--- config.mk ---
export PLATFORM = sky130hd
export DESIGN_NAME = pool_result_streamer
export DESIGN_NICKNAME = d
export VERILOG_FILES = /design/src/rtl/pool_result_streamer.sv
export SDC_FILE = /design/constraint.sdc
export NUM_CORES = 1
export LEC_CHECK = 0
export CAP_MARGIN = 20
export CORE_UTILIZATION = 31
export CTS_CLUSTER_DIAMETER = 100
export DETAILED_ROUTE_END_ITERATION = 10
export HOLD_SLACK_MARGIN = 0.08
export SYNTH_ARGS = -nofsm -noshare
export SYNTH_HDL_FRONTEND = slang
export SYNTH_SLANG_ARGS = --single-unit
--- constraint.sdc ---
create_clock -name clk -period 2.3 [get_ports clk]
set_input_delay 0.23 -clock clk [delete_from_list [all_inputs] [get_ports clk]]
set_output_delay 0.23 -clock clk [all_outputs]
set_load 0.1 [all_outputs]
--- src/rtl/pool_result_streamer.sv ---
// Streams the finished pooled image from the pooler BRAM read port to the UART TX, one byte per handshake.
// Optional: define STREAM_CHECKSUM_EN to append an 8-bit XOR checksum byte after the last pixel.
module pool_result_streamer #(
    parameter int OUTSIZE = 3969,
    parameter int AW      = 16,
    parameter int RD_LAT  = 2
) (
    input  logic          clk,
    input  logic          reset,
    input  logic          pool_done,
    output logic [AW-1:0] infer_addr,
    input  logic [7:0]    infer_dout,
    input  logic          tx_busy,
    output logic          tx_start,
    output logic [7:0]    tx_data,
    output logic          stream_busy,
    output logic          stream_done,
    output logic [AW-1:0] byte_count
);

    localparam int LW = (RD_LAT < 2) ? 1 : $clog2(RD_LAT + 1);
    localparam logic [AW-1:0] LAST_ADDR = AW'(OUTSIZE - 1);

    typedef enum logic [3:0] {
        S_IDLE,
        S_ADDR,
        S_RDWAIT,
        S_WAIT_TX,
        S_GUARD,
        S_DRAIN,
        S_NEXT,
`ifdef STREAM_CHECKSUM_EN
        S_CSUM,
`endif
        S_DONE
    } state_t;

    state_t          state_q;
    logic [AW-1:0]   addr_q;
    logic [LW-1:0]   lat_q;
    logic            tx_start_q;
    logic [7:0]      tx_data_q;
    logic            busy_q;
    logic            done_q;
    logic [AW-1:0]   count_q;
`ifdef STREAM_CHECKSUM_EN
    logic [7:0]      csum_q;
    logic            csum_phase_q;
`endif

    // Losing pool_done while a frame is in flight abandons the frame at once.
    logic abort;
    assign abort = !pool_done && (state_q != S_IDLE) && (state_q != S_DONE);

    // NOTE: all state uses non-blocking assignments so every register sees pre-edge values of the others.
    always_ff @(posedge clk) begin
        if (reset) begin
            state_q      <= S_IDLE;
            addr_q       <= '0;
            lat_q        <= '0;
            tx_start_q   <= 1'b0;
            tx_data_q    <= '0;
            busy_q       <= 1'b0;
            done_q       <= 1'b0;
            count_q      <= '0;
`ifdef STREAM_CHECKSUM_EN
            csum_q       <= '0;
            csum_phase_q <= 1'b0;
`endif
        end else begin
            tx_start_q <= 1'b0;
            if (abort) begin
                state_q <= S_IDLE;
                addr_q  <= '0;
                busy_q  <= 1'b0;
            end else begin
                case (state_q)
                    S_IDLE: begin
                        if (pool_done) begin
                            count_q      <= '0;
                            busy_q       <= 1'b1;
                            state_q      <= S_ADDR;
`ifdef STREAM_CHECKSUM_EN
                            csum_q       <= '0;
                            csum_phase_q <= 1'b0;
`endif
                        end
                    end
                    S_ADDR: begin
                        lat_q   <= LW'(RD_LAT - 1);
                        state_q <= S_RDWAIT;
                    end
                    S_RDWAIT: begin
                        // The address has been on the port since ADDR, so data is ready after RD_LAT-1 more cycles.
                        lat_q <= (lat_q == '0) ? '0 : lat_q - 1'b1;
                        if (lat_q <= LW'(1)) begin
                            tx_data_q <= infer_dout;
`ifdef STREAM_CHECKSUM_EN
                            csum_q    <= csum_q ^ infer_dout;
`endif
                            state_q   <= S_WAIT_TX;
                        end
                    end
                    S_WAIT_TX: begin
                        if (!tx_busy) begin
                            tx_start_q <= 1'b1;
                            count_q    <= count_q + 1'b1;
                            state_q    <= S_GUARD;
                        end
                    end
                    S_GUARD: state_q <= S_DRAIN;
                    S_DRAIN: begin
                        if (!tx_busy) begin
`ifdef STREAM_CHECKSUM_EN
                            if (csum_phase_q) begin
                                busy_q  <= 1'b0;
                                done_q  <= 1'b1;
                                state_q <= S_DONE;
                            end else begin
                                state_q <= S_NEXT;
                            end
`else
                            state_q <= S_NEXT;
`endif
                        end
                    end
                    S_NEXT: begin
                        if (addr_q == LAST_ADDR) begin
`ifdef STREAM_CHECKSUM_EN
                            state_q <= S_CSUM;
`else
                            busy_q  <= 1'b0;
                            done_q  <= 1'b1;
                            state_q <= S_DONE;
`endif
                        end else begin
                            addr_q  <= addr_q + 1'b1;
                            state_q <= S_ADDR;
                        end
                    end
`ifdef STREAM_CHECKSUM_EN
                    S_CSUM: begin
                        tx_data_q    <= csum_q;
                        csum_phase_q <= 1'b1;
                        state_q      <= S_WAIT_TX;
                    end
`endif
                    S_DONE: begin
                        if (!pool_done) begin
                            done_q  <= 1'b0;
                            addr_q  <= '0;
                            state_q <= S_IDLE;
                        end
                    end
                    default: state_q <= S_IDLE;
                endcase
            end
        end
    end

    assign infer_addr  = addr_q;
    assign tx_start    = tx_start_q;
    assign tx_data     = tx_data_q;
    assign stream_busy = busy_q;
    assign stream_done = done_q;
    assign byte_count  = count_q;

endmodule

==> results list <==
* Outcome: finished clean
- Number of iterations in the first detailed-routing pass: 4
* Worst-path clk slew: approximately 0.090 ns
* Max Root-Sink Buffers: 2
- Clock tree synthesis selected as its root buffer the cell sky130_fd_sc_hd__clkbuf_8.
* Finished layout cell area: 3013 sq um
* Remaining global-route overflow: 0
* Finish-stage setup viols: 0
- TritonCTS clock tree: built
- Cells on worst reg2reg path: 4
- CTS saw 48 sinks.
- 0 antenna diodes ended up in the layout.
* Max Clk Rate: between 0.5 and 0.6 GHz
- Critical register-to-register path endpoint: byte_count[15]$_SDFFE_PP0P_
- For the pin with the worst max-slew slack, the measured transition is 0.6822 ns.
- The initial utilization of the core area, before any placement, comes to 32.29%.
- Sequential area share after synthesis: about 41%
- Yosys printed 0 warnings.
- The count of buffers added on input and output ports is 54.
- Number of buffers created by CTS: 5
* Post-DR vias/cell: 5.053
- Endpoint kind of the worst setup timing path: flop
- Width of the die: 89.16 microns
* Worst path cell trace: and3b_1 > o2111ai_1 > or4_1 > a21oi_1
- Post-route setup TNS: 0 ns
* Initial antenna violation count: 0
- Class of the tightest hold or removal check: flop to flop
- Critical path type: flop to flop
- Summed over all cells, the static leakage comes to 0.001102 uW.
- HP Start: byte_count[15]$_SDFFE_PP0P_
- Power per cell area: a little over 500 nW/um^2
* Final worst slack: 0.3112 ns
- The routed design has 5.666 mm of wire.
* Worst-case headroom to the max-slew limit: roughly 54%
- Timing analysis after detailed placement gives a worst setup slack of about 0.14 ns.
- Measured on the finished design, the core utilization comes to about 41%.
* Post-DRT Antenna Nets: 0
* Maximum number of pins on one net before global-route repair: 16
* Total track usage: between 10 and 15%
- The die covers roughly 7900 sq um.
* Mapped cell area: 2355 sq um
* Arrival @ worst endpoint: roughly 2.2 ns
* Post-CTS setup repair buffer count: 0
- Detailed router's first-iteration violation count: slightly below 80
- The final number of hold-violating endpoints was 0.
- The worst-case IR drop observed on VDD is 0.0002330 V.
* Count of flip-flops with a built-in enable after synthesis: 0
- STA classifies the critical path startpoint as a flop.
- For this run, the leading register cell type out of synthesis is sky130_fd_sc_hd__dfxtp_1.
* Synth cell types: 48
* Nets: 347
- Total half-perimeter wirelength after legalization and detailed placement: 4.076 mm
* Post-route DRC violation count: 0
- Setup repair after global routing missed its margin: false
- H-tree depth: 2
- Placeable core region: 7292 sq um
- In the finished design, the share of the clock period the worst path needs comes to slightly below 90%.
- Vias post-DR: between 2000 and 2500
- Async set or reset register ratio after synthesis: 0%
- Top fanout value on the critical path: 11
- Cell count after synthesis: 275
- Via count of the first global-routing pass: roughly 1900
* Combined flip-flop and latch cell area: 965.9 sq um
- Share of post-route cells with drive strength above 1: between 20 and 25%
* Placed standard-cell area: about 3000 sq um
* Net count of the mapped netlist: 290
- Worst setup skew after layout: slightly below 0.008 ns
- Final Critical Period: 1.989 ns
* Hold Path Sink: byte_count[15]$_SDFFE_PP0P_
- In this run the critical register-to-register path is launched from state_q[0]$_SDFFE_PP0P_.
- In this run, synthesis produced a sequential element count of between 40 and 50.
- Post-cts hold buffer count: 0
- The worst hold path passes through 2 cells.
- Total Power Consumption: between 1500 and 2000 uW
* Placer's final routability congestion estimate: approximately 0.85
* Filler cells: between 800 and 900
- CP Data Required Time: about 2.5 ns
- Gates resized during post-CTS repair numbered 0.
- 55 I/O pins were placed.
* Syn Area/Cell: between 8 and 9 sq um
- The slowest stage of the critical path belongs to the cell sky130_fd_sc_hd__dfxtp_1.
- The first global-routing pass estimated 9.052 mm of wire.
* Area overhead of the layout relative to synthesis: 27.95%
- Summing all multi-input logic gate instances after layout gives ~1300 sq um.
- In the final routed layout, each cell accounts on average for 13.12 microns.
- Max-capacitance violation count: 0
- Standard-cell rows: 31
- In this design, the stage delay of the slowest critical-path cell is roughly 0.54 ns.
* Skew-Pair Late Insertion Delay: around 0.3 ns
- Worst setup slack for register-to-register paths: slightly above 0.3 ns
* Max-slew violation count: 0
- The floorplan step set the die height to just under 90 microns.
layout by cell type (no fill, tap or decap), drive strengths merged, types with 3 or more instances in the layout:
cell	netlist	routed
a21oi	19	19
and2	6	6
and4	3	3
buf	3	51
clkbuf	9	5
clkdlybuf4s50	0	11
clkinv	0	3
dfxtp	48	48
ha	3	3
inv	10	10
mux2i	12	12
nand2	22	22
nand2b	6	6
nand3	9	9
nand4	6	6
nor2	24	24
nor2b	3	3
nor3	6	6
nor4	5	5
o2111ai	5	5
o21ai	18	18
o22ai	3	3
o31ai	5	5
or3	12	12
or4	6	6
xnor2	5	5
xor2	6	6
power by group:
part | leakage, uW | internal [uW] | switching [uW]
Sequential | 0.000389 | 840 | 12.0
Combinational | 0.000664 | 55.3 | 108
Clock | 0.0000479 | 212 | 291
Yosys cell counts (all sizes together), types with 6 or more instances:
master | count | area share (%)
dfxtp | 48 | 41
nand2b | 6 | 1.6
and2 | 6 | 1.6
clkbuf | 9 | 1.4
nor2 | 24 | 3.8
inv | 10 | 1.6
or3 | 12 | 3.2
a21oi | 19 | 4.0
or4 | 6 | 2.2
nand4 | 6 | 1.6
nor3 | 6 | 1.5
mux2i | 12 | 5.1
nand3 | 9 | 1.9
xor2 | 6 | 2.2
o21ai | 18 | 3.8
nand2 | 22 | 3.5
logic make-up (layout without fill, tap and decap cells):
logic type / count (synthesis) / count (layout) / synth area share (%)
AOI/OAI and AO/OA: 63 / 63 / 17.16
muxes: 12 / 12 / 5.101
DFF: 48 / 48 / 40.81
xor gates and xnor gates: 11 / 11 / 4.091
and+or+nand+nor: 116 / 116 / 27.47
buffers and inverters: 22 / 80 / 3.773
adders and majority gates: 3 / 3 / 1.594
worst max-delay path, delay by kind of cell, from the launching register on:
family             cells  cell delay, ns
and+or+nand+nor        2            0.87
DFF                    1            0.54
AOI/OAI and AO/OA      2            0.50
routing by layer:
metal / global-route usage (%) / wire [microns] / vias to the layer above
met5: 0 / 0 / -
li1: - / - / 1112
met2: 22.90 / 2630 / 42
met3: 2.862 / 210 / 6
met1: 19.90 / 2753 / 1023
met4: 5.195 / 72 / 0
sequential cells by signal (all words and copies together) (netlist names):
register	cells
byte_count	16
infer_addr	16
lat_q	2
state_q	3
stream_busy	1
stream_done	1
tx_data	8
tx_start	1
per-stage QoR:
| step | hold WS, ns | instances |
|---|---|---|
| floorplan | 0.3772 | 275 |
| global placement | 0.4701 | 424 |
| detailed placement | 0.4762 | 424 |
| CTS | 0.4887 | 432 |
| global route | 0.5182 | 432 |
| finish | 0.4858 | 432 |
cell type report:
class | count | share of cell area, %
clock buffer | 5 | 2.284
clock inverter | 3 | 0.6229
inverter | 10 | 1.246
multi-input combinational | 205 | 43.31
sequential | 48 | 32.06
tap | 99 | 4.111
timing repair buffer | 62 | 16.36
how the worst max path moves through the flow:
stage,from,end,slack [ns],depth (start not counted)
4_1_cts,state_q[0]$_SDFFE_PP0P_,byte_count[15]$_SDFFE_PP0P_,0.31,4
6_report,state_q[0]$_SDFFE_PP0P_,byte_count[15]$_SDFFE_PP0P_,0.31,4
3_3_place_gp,tx_busy,byte_count[15]$_SDFFE_PP0P_,0.17,5
3_5_place_dp,tx_busy,byte_count[15]$_SDFFE_PP0P_,0.14,5
2_1_floorplan,infer_addr[10]$_SDFFE_PP0P_,state_q[1]$_SDFFE_PP0P_,-0.08,4
5_1_grt,state_q[0]$_SDFFE_PP0P_,byte_count[15]$_SDFFE_PP0P_,0.17,4
Power figures use the tool's default switching activity.
